$ cat config.mk
export PLATFORM = sky130hd
export DESIGN_NAME = bitlet_pack_sched_flat
export DESIGN_NICKNAME = d
export VERILOG_FILES = /design/src/rtl/bitlet_pack_sched_if.sv /design/src/rtl/bitlet_pack_sched.sv /design/src/flat_wrapper.sv
export SDC_FILE = /design/constraint.sdc
export NUM_CORES = 1
export LEC_CHECK = 0
export CAP_MARGIN = 40
export CORE_MARGIN = 2
export CORE_UTILIZATION = 41
export CTS_CLUSTER_DIAMETER = 50
export DETAILED_ROUTE_END_ITERATION = 7
export PLACE_DENSITY = 0.91
export SYNTH_ARGS = -nofsm -noshare
export SYNTH_HDL_FRONTEND = slang
export SYNTH_SLANG_ARGS = --single-unit
$ cat constraint.sdc
create_clock -name clk -period 2.1 [get_ports clk]
set_input_delay 0.42 -clock clk [delete_from_list [all_inputs] [get_ports clk]]
set_output_delay 0.42 -clock clk [all_outputs]
set_load 0.01 [all_outputs]
$ cat src/rtl/bitlet_pack_sched_if.sv
// Request, packer and tagged-result signals shared by the pack scheduler and
// its surroundings.
interface bitlet_pack_sched_if #(
  parameter int unsigned N_LANE    = 4,
  parameter int unsigned WID_ACC   = 24,
  parameter int unsigned WID_QUANT = 3,
  parameter int unsigned WID_BIN   = 8
);
  localparam int unsigned LW = $clog2(N_LANE);

  logic [N_LANE-1:0]         req_vld;
  logic [N_LANE*WID_ACC-1:0] req_acc;
  logic [N_LANE-1:0]         req_rdy;
  logic                      pk_vld;
  logic [WID_ACC-1:0]        pk_acc;
  logic [WID_QUANT-1:0]      pk_quant;
  logic                      pk_res_vld;
  logic [WID_BIN-1:0]        pk_res;
  logic                      out_vld;
  logic                      out_rdy;
  logic [WID_BIN-1:0]        out_res;
  logic [LW-1:0]             out_lane;

  modport slave (
    input  req_vld, req_acc, pk_res_vld, pk_res, out_rdy,
    output req_rdy, pk_vld, pk_acc, pk_quant, out_vld, out_res, out_lane
  );

  modport master (
    output req_vld, req_acc, pk_res_vld, pk_res, out_rdy,
    input  req_rdy, pk_vld, pk_acc, pk_quant, out_vld, out_res, out_lane
  );
endinterface

$ cat src/rtl/bitlet_pack_sched.sv
// Round-robin scheduler that shares one fixed-point packer among N_LANE
// accumulator requesters, one operation in flight, with a response timeout.
module bitlet_pack_sched #(
  parameter int unsigned N_LANE    = 4,
  parameter int unsigned WID_ACC   = 24,
  parameter int unsigned WID_QUANT = 3,
  parameter int unsigned WID_BIN   = 8
) (
  input  logic                        clk,
  input  logic                        rst,
  input  logic                        cfg_we,
  input  logic [$clog2(N_LANE)-1:0]   cfg_lane,
  input  logic [WID_QUANT-1:0]        cfg_quant,
  output logic                        busy,
  bitlet_pack_sched_if.slave          bus
);
  localparam int unsigned LW      = $clog2(N_LANE);
  localparam int unsigned WCNT_W  = 2;
  localparam int unsigned TIMEOUT = 4;

  typedef enum logic [1:0] {S_IDLE, S_ISSUE, S_WAIT, S_OUT} state_t;

  state_t               state_q, state_d;
  logic [LW-1:0]        last_grant_q, last_grant_d;
  logic [WCNT_W-1:0]    wcnt_q, wcnt_d;
  logic                 err, err_d;
  logic                 pk_vld_q, pk_vld_d;
  logic [WID_ACC-1:0]   pk_acc_q, pk_acc_d;
  logic [WID_QUANT-1:0] pk_quant_q, pk_quant_d;
  logic                 out_vld_q, out_vld_d;
  logic [WID_BIN-1:0]   out_res_q, out_res_d;
  logic [LW-1:0]        out_lane_q, out_lane_d;
  logic                 busy_d;
  logic [N_LANE-1:0]    req_rdy_c;

  logic [WID_QUANT-1:0] quant_q [N_LANE];
  logic [WID_ACC-1:0]   acc_lane [N_LANE];

  logic                 win_found;
  logic [LW-1:0]        win_idx;
  logic [LW-1:0]        cand;

  always_comb begin
    for (int i = 0; i < int'(N_LANE); i++) begin
      acc_lane[i] = bus.req_acc[i*WID_ACC +: WID_ACC];
    end
  end

  // Round-robin search starting one past the last accepted lane
  always_comb begin
    win_found = 1'b0;
    win_idx   = '0;
    cand      = '0;
    for (int k = 1; k <= int'(N_LANE); k++) begin
      cand = LW'(last_grant_q + LW'(k));
      if (!win_found && bus.req_vld[cand]) begin
        win_found = 1'b1;
        win_idx   = cand;
      end
    end
  end

  always_ff @(posedge clk) begin
    if (rst) begin
      state_q      <= S_IDLE;
      last_grant_q <= LW'(N_LANE - 1);
      wcnt_q       <= '0;
      err          <= 1'b0;
      pk_vld_q     <= 1'b0;
      pk_acc_q     <= '0;
      pk_quant_q   <= '0;
      out_vld_q    <= 1'b0;
      out_res_q    <= '0;
      out_lane_q   <= '0;
      busy         <= 1'b0;
    end else begin
      state_q      <= state_d;
      last_grant_q <= last_grant_d;
      wcnt_q       <= wcnt_d;
      err          <= err_d;
      pk_vld_q     <= pk_vld_d;
      pk_acc_q     <= pk_acc_d;
      pk_quant_q   <= pk_quant_d;
      out_vld_q    <= out_vld_d;
      out_res_q    <= out_res_d;
      out_lane_q   <= out_lane_d;
      busy         <= busy_d;
    end
  end

  // Quant registers; a grant in the same cycle reads the pre-write value
  always_ff @(posedge clk) begin
    if (rst) begin
      for (int i = 0; i < int'(N_LANE); i++) begin
        quant_q[i] <= '0;
      end
    end else if (cfg_we) begin
      quant_q[cfg_lane] <= cfg_quant;
    end
  end

  always_comb begin
    state_d      = state_q;
    last_grant_d = last_grant_q;
    wcnt_d       = wcnt_q;
    err_d        = err;
    pk_vld_d     = 1'b0;
    pk_acc_d     = pk_acc_q;
    pk_quant_d   = pk_quant_q;
    out_vld_d    = out_vld_q;
    out_res_d    = out_res_q;
    out_lane_d   = out_lane_q;
    req_rdy_c    = '0;

    unique case (state_q)
      S_IDLE: begin
        if (win_found && !rst) begin
          req_rdy_c[win_idx] = 1'b1;
          pk_vld_d           = 1'b1;
          pk_acc_d           = acc_lane[win_idx];
          pk_quant_d         = quant_q[win_idx];
          out_lane_d         = win_idx;
          last_grant_d       = win_idx;
          state_d            = S_ISSUE;
        end
      end
      S_ISSUE: begin
        wcnt_d  = '0;
        state_d = S_WAIT;
      end
      S_WAIT: begin
        if (bus.pk_res_vld) begin
          out_res_d = bus.pk_res;
          out_vld_d = 1'b1;
          state_d   = S_OUT;
        end else if (wcnt_q == WCNT_W'(TIMEOUT - 1)) begin
          out_res_d = '0;
          out_vld_d = 1'b1;
          err_d     = 1'b1;
          state_d   = S_OUT;
        end else begin
          wcnt_d = wcnt_q + WCNT_W'(1);
        end
      end
      S_OUT: begin
        if (bus.out_rdy) begin
          out_vld_d = 1'b0;
          state_d   = S_IDLE;
        end
      end
      default: state_d = S_IDLE;
    endcase

    busy_d = (state_d != S_IDLE);
  end

  assign bus.req_rdy  = req_rdy_c;
  assign bus.pk_vld   = pk_vld_q;
  assign bus.pk_acc   = pk_acc_q;
  assign bus.pk_quant = pk_quant_q;
  assign bus.out_vld  = out_vld_q;
  assign bus.out_res  = out_res_q;
  assign bus.out_lane = out_lane_q;
endmodule

$ cat src/flat_wrapper.sv
// flat-port wrapper written by rule: the top's interface ports become plain ports
module bitlet_pack_sched_flat 
#(
  parameter int unsigned N_LANE    = 4,
  parameter int unsigned WID_ACC   = 24,
  parameter int unsigned WID_QUANT = 3,
  parameter int unsigned WID_BIN   = 8
)
  (clk, rst, cfg_we, cfg_lane, cfg_quant, busy, bus_req_vld, bus_req_acc, bus_pk_res_vld, bus_pk_res, bus_out_rdy, bus_req_rdy, bus_pk_vld, bus_pk_acc, bus_pk_quant, bus_out_vld, bus_out_res, bus_out_lane);
  bitlet_pack_sched_if #(.N_LANE(N_LANE), .WID_ACC(WID_ACC), .WID_QUANT(WID_QUANT), .WID_BIN(WID_BIN)) bus_i ();
  input  logic clk;
  input  logic rst;
  input  logic cfg_we;
  input  logic [$clog2(N_LANE)-1:0] cfg_lane;
  input  logic [WID_QUANT-1:0] cfg_quant;
  output logic busy;
  input wire logic [$bits(bus_i.req_vld)-1:0] bus_req_vld;
  input wire logic [$bits(bus_i.req_acc)-1:0] bus_req_acc;
  input wire logic [$bits(bus_i.pk_res_vld)-1:0] bus_pk_res_vld;
  input wire logic [$bits(bus_i.pk_res)-1:0] bus_pk_res;
  input wire logic [$bits(bus_i.out_rdy)-1:0] bus_out_rdy;
  output wire logic [$bits(bus_i.req_rdy)-1:0] bus_req_rdy;
  output wire logic [$bits(bus_i.pk_vld)-1:0] bus_pk_vld;
  output wire logic [$bits(bus_i.pk_acc)-1:0] bus_pk_acc;
  output wire logic [$bits(bus_i.pk_quant)-1:0] bus_pk_quant;
  output wire logic [$bits(bus_i.out_vld)-1:0] bus_out_vld;
  output wire logic [$bits(bus_i.out_res)-1:0] bus_out_res;
  output wire logic [$bits(bus_i.out_lane)-1:0] bus_out_lane;
  assign bus_i.req_vld = bus_req_vld;
  assign bus_i.req_acc = bus_req_acc;
  assign bus_i.pk_res_vld = bus_pk_res_vld;
  assign bus_i.pk_res = bus_pk_res;
  assign bus_i.out_rdy = bus_out_rdy;
  assign bus_req_rdy = bus_i.req_rdy;
  assign bus_pk_vld = bus_i.pk_vld;
  assign bus_pk_acc = bus_i.pk_acc;
  assign bus_pk_quant = bus_i.pk_quant;
  assign bus_out_vld = bus_i.out_vld;
  assign bus_out_res = bus_i.out_res;
  assign bus_out_lane = bus_i.out_lane;
  bitlet_pack_sched #(.N_LANE(N_LANE), .WID_ACC(WID_ACC), .WID_QUANT(WID_QUANT), .WID_BIN(WID_BIN)) u_core (.clk(clk), .rst(rst), .cfg_we(cfg_we), .cfg_lane(cfg_lane), .cfg_quant(cfg_quant), .busy(busy), .bus(bus_i));
endmodule
==> reports/metrics.yaml <==
status:
  outcome: "finished clean"
finish:
  antenna_cells: 0
  nNetsFinal: 668
  stdcell_count: 656
  drive_above_1_share_pct: 13.4
  area_growth_pct: 64.7
setup_path:
  cpMaxStageDelayCell: "dfxtp_1"
  cp.required_ps: 1680
  worstPathMaxFanout: 6
  worstSetupEndpointType: "output pin"
  critPathKind: "flip-flop to output pin"
  slowest_delay_ps: 390
  path_cells: "nand2b_4 -> o22ai_2 -> nor3b_4 -> nor2b_1 -> buf_2"
  crit_path_start_kind: "flip-flop"
  critPathArrivalTime_ps: 1640
yosys:
  synthCells: 378
  synth-seq-area-share_pct: 39.3
  synth.ff_latch_count: 58
  synth.avg_cell_area_um2: 8.62
  synthFlopType: "dfxtp_1"
  synth_enable_flop_cells: 12
  synth_cell_type_count: 40
  syn-num-nets: 497
  async_reset_ff_share_pct: 0
  ys_warn_count: 0
  synth_area_mm2: 0.00326
cts:
  cts_buffer_depth: 2
  cts-root-buf: "clkbuf_8"
  clk_latency_ps: 330
  cts_sinks: 58
  tritoncts: "built"
  cts.reportedPaths.clkPinSlew_ps: 70
  numCtsBuffers: 9
  h-tree-depth: 3
routing:
  first_pass_iters: 4
  ant_nets: 0
  detail_route.drc_violations: 0
  routed_wl_mm: 10.5
  drt_iter0_markers: 215
  wl_per_cell_um: 16.0
  vias: 3498
  viasPerCell: 5.33
power_and_ir_drop:
  power_density_mw_per_mm2: 696
  vdd_drop_max_uv: 476
  total_power_mw: 3.74
  p_leak_nw: 2.16
floorplanning:
  initial_utilization_pct: 42.1
  die_w_um: 93.1
  row_count: 32
  die_area_mm2: 0.00867
  design.core.area_mm2: 0.00773
  die_h_um: 93.1
  ios: 162
placement:
  hpwl_mm: 7.98
  gp_congestion: 0.834
  placed_cells: 637
  pre_cts_slack_ps: -684
  portBuffers: 161
sta:
  fin_ws_ps: 39.5
  setup_viol: 0
  slew_headroom_pct: 74.9
  setup_tns_ps: 0
  slew_violations: 0
  hold_slack_ps: 453
  worst_slew_pin_slew_ps: 375
  period_share_pct: 98.1
  period_needed_ps: 2060
  rsz0062_at_grt: "true"
  fin_worst_skew_ps: 9.06
  fmax_mhz: 485
  hold_viol: 0
grt:
  grt_overflow: 0
  grt_pass1_wl_mm: 16.4
  grt_max_degree: 56
  grt_usage_pct: 24.1
  grt_pass1_vias: 3420
  antenna_found_initial: 0
hold_path:
  hold_class: "flip-flop to flip-flop"
flow_run:
  drv_cap: 0
[cells by family (layout without fill, tap and decap cells)]
| logic type | after synthesis | in the layout | share of synthesized area, % |
|---|---|---|---|
| flip-flops | 58 | 58 | 39.3 |
| multiplexers | 27 | 27 | 8.30 |
| AO/OA/AOI/OAI | 108 | 108 | 21.1 |
| adder cells (fa/ha/maj) | 1 | 1 | 0.384 |
| buffers and inverters | 60 | 236 | 8.11 |
| AND/OR/NAND/NOR | 124 | 124 | 22.8 |
[registers in the layout, indices dropped and copies added (netlist names)]
register / count
u_core.quant_q: 12
u_core.bus.pk_quant: 3
u_core.last_grant_q: 2
u_core.bus.out_vld: 1
u_core.bus.out_lane: 2
u_core.bus.pk_vld: 1
u_core.busy: 1
u_core.wcnt_q: 2
u_core.bus.out_res: 8
u_core.state_q: 2
u_core.bus.pk_acc: 24
[area by class of cell]
class                           instances  area (um2)
Timing Repair Buffer                  193        1870
Sequential cell                        58        1280
Multi-Input combinational cell        260        1790
Clock inverter                          5        53.8
Fill cell                             605        2360
Inverter                               27         101
Clock buffer                           11         141
Tap cell                              102         128
[placed cells by master (no fill, tap or decap), types with 5 or more instances in the layout]
| cell type | count |
|---|---|
| and2_1 | 13 |
| buf_2 | 6 |
| nand2_1 | 31 |
| clkbuf_8 | 11 |
| mux2i_1 | 27 |
| nor2_1 | 21 |
| nand2b_1 | 5 |
| o21ai_1 | 18 |
| clkdlybuf4s50_1 | 152 |
| a21oi_1 | 7 |
| o21ai_0 | 10 |
| inv_1 | 27 |
| buf_4 | 27 |
| and4_1 | 27 |
| edfxtp_1 | 12 |
| o211ai_1 | 27 |
| a22oi_1 | 8 |
| a31oi_1 | 27 |
| dfxtp_1 | 45 |
[worst max-delay path: cells and delay by family, from the launching register on]
family / cells / cell delay, ps
AOI/OAI and AO/OA: 1 / 120
buffers and inverters: 1 / 130
DFF: 1 / 390
and+or+nand+nor: 3 / 660
[final timing paths]
kind	from	to	slack (ps)	depth (start not counted)
hold / removal	u_core.bus.out_lane[1]	u_core.bus.out_lane[1]	450	1
setup reg to reg	u_core.last_grant_q[0]	u_core.bus.pk_acc[14]	110	7
hold reg to reg	u_core.bus.out_lane[1]	u_core.bus.out_lane[1]	450	1
setup / recovery	u_core.last_grant_q[0]	bus_req_rdy[2]	40	5
[synth_stat cells, drive strengths merged (3+ instances only)]
cell type  number  area (um2)
clkbuf         19        71.3
nor3b           3        27.5
nor2b           5        31.3
a22oi           8        60.1
edfxtp         12         360
nand2          31         116
nand2b          6        37.5
buf            14        91.3
nor3            4        25.0
inv            27         101
a31oi          27         169
a21oi           7        35.0
nor2           22        90.1
o21ai          31         159
o211ai         27         203
and2           13        81.3
mux2i          27         270
or2             4        25.0
and4           27         236
dfxtp          46         921
[where the power goes]
group          leakage, nW  total (mW)  internal [mW]  switching [mW]
clock                0.103        1.01          0.576           0.432
combinational         1.57        1.35          0.758           0.588
sequential           0.496        1.38           1.30          0.0839
total                 2.16        3.74           2.63            1.10
[metrics by stage]
step	instance area [um2]	utilization, %
after floorplan	3260	-
after global placement	5120	66.2
after detailed placement	5120	66.2
after CTS	5320	68.9
after global routing	5370	69.4
final	5370	69.4
[metal layers]
metal  part of all wire [%]  vias up  GRT usage, %
met1                     39     1604          26.9
met3                    8.3       20          7.82
met5                      0        -             0
met4                    2.5        0          7.72
li1                       -     1720             -
met2                     50      154          43.3
[what timing repair did]
item | in CTS | in global routing
endpoints found under the setup margin | 31 | 5
pin swaps | 3 | 3
endpoints found under the hold margin | 0 | 0
hold buffers | 0 | 0
gates resized for setup | 37 | 6
setup buffers | 2 | 1
Power figures use the tool's default switching activity.
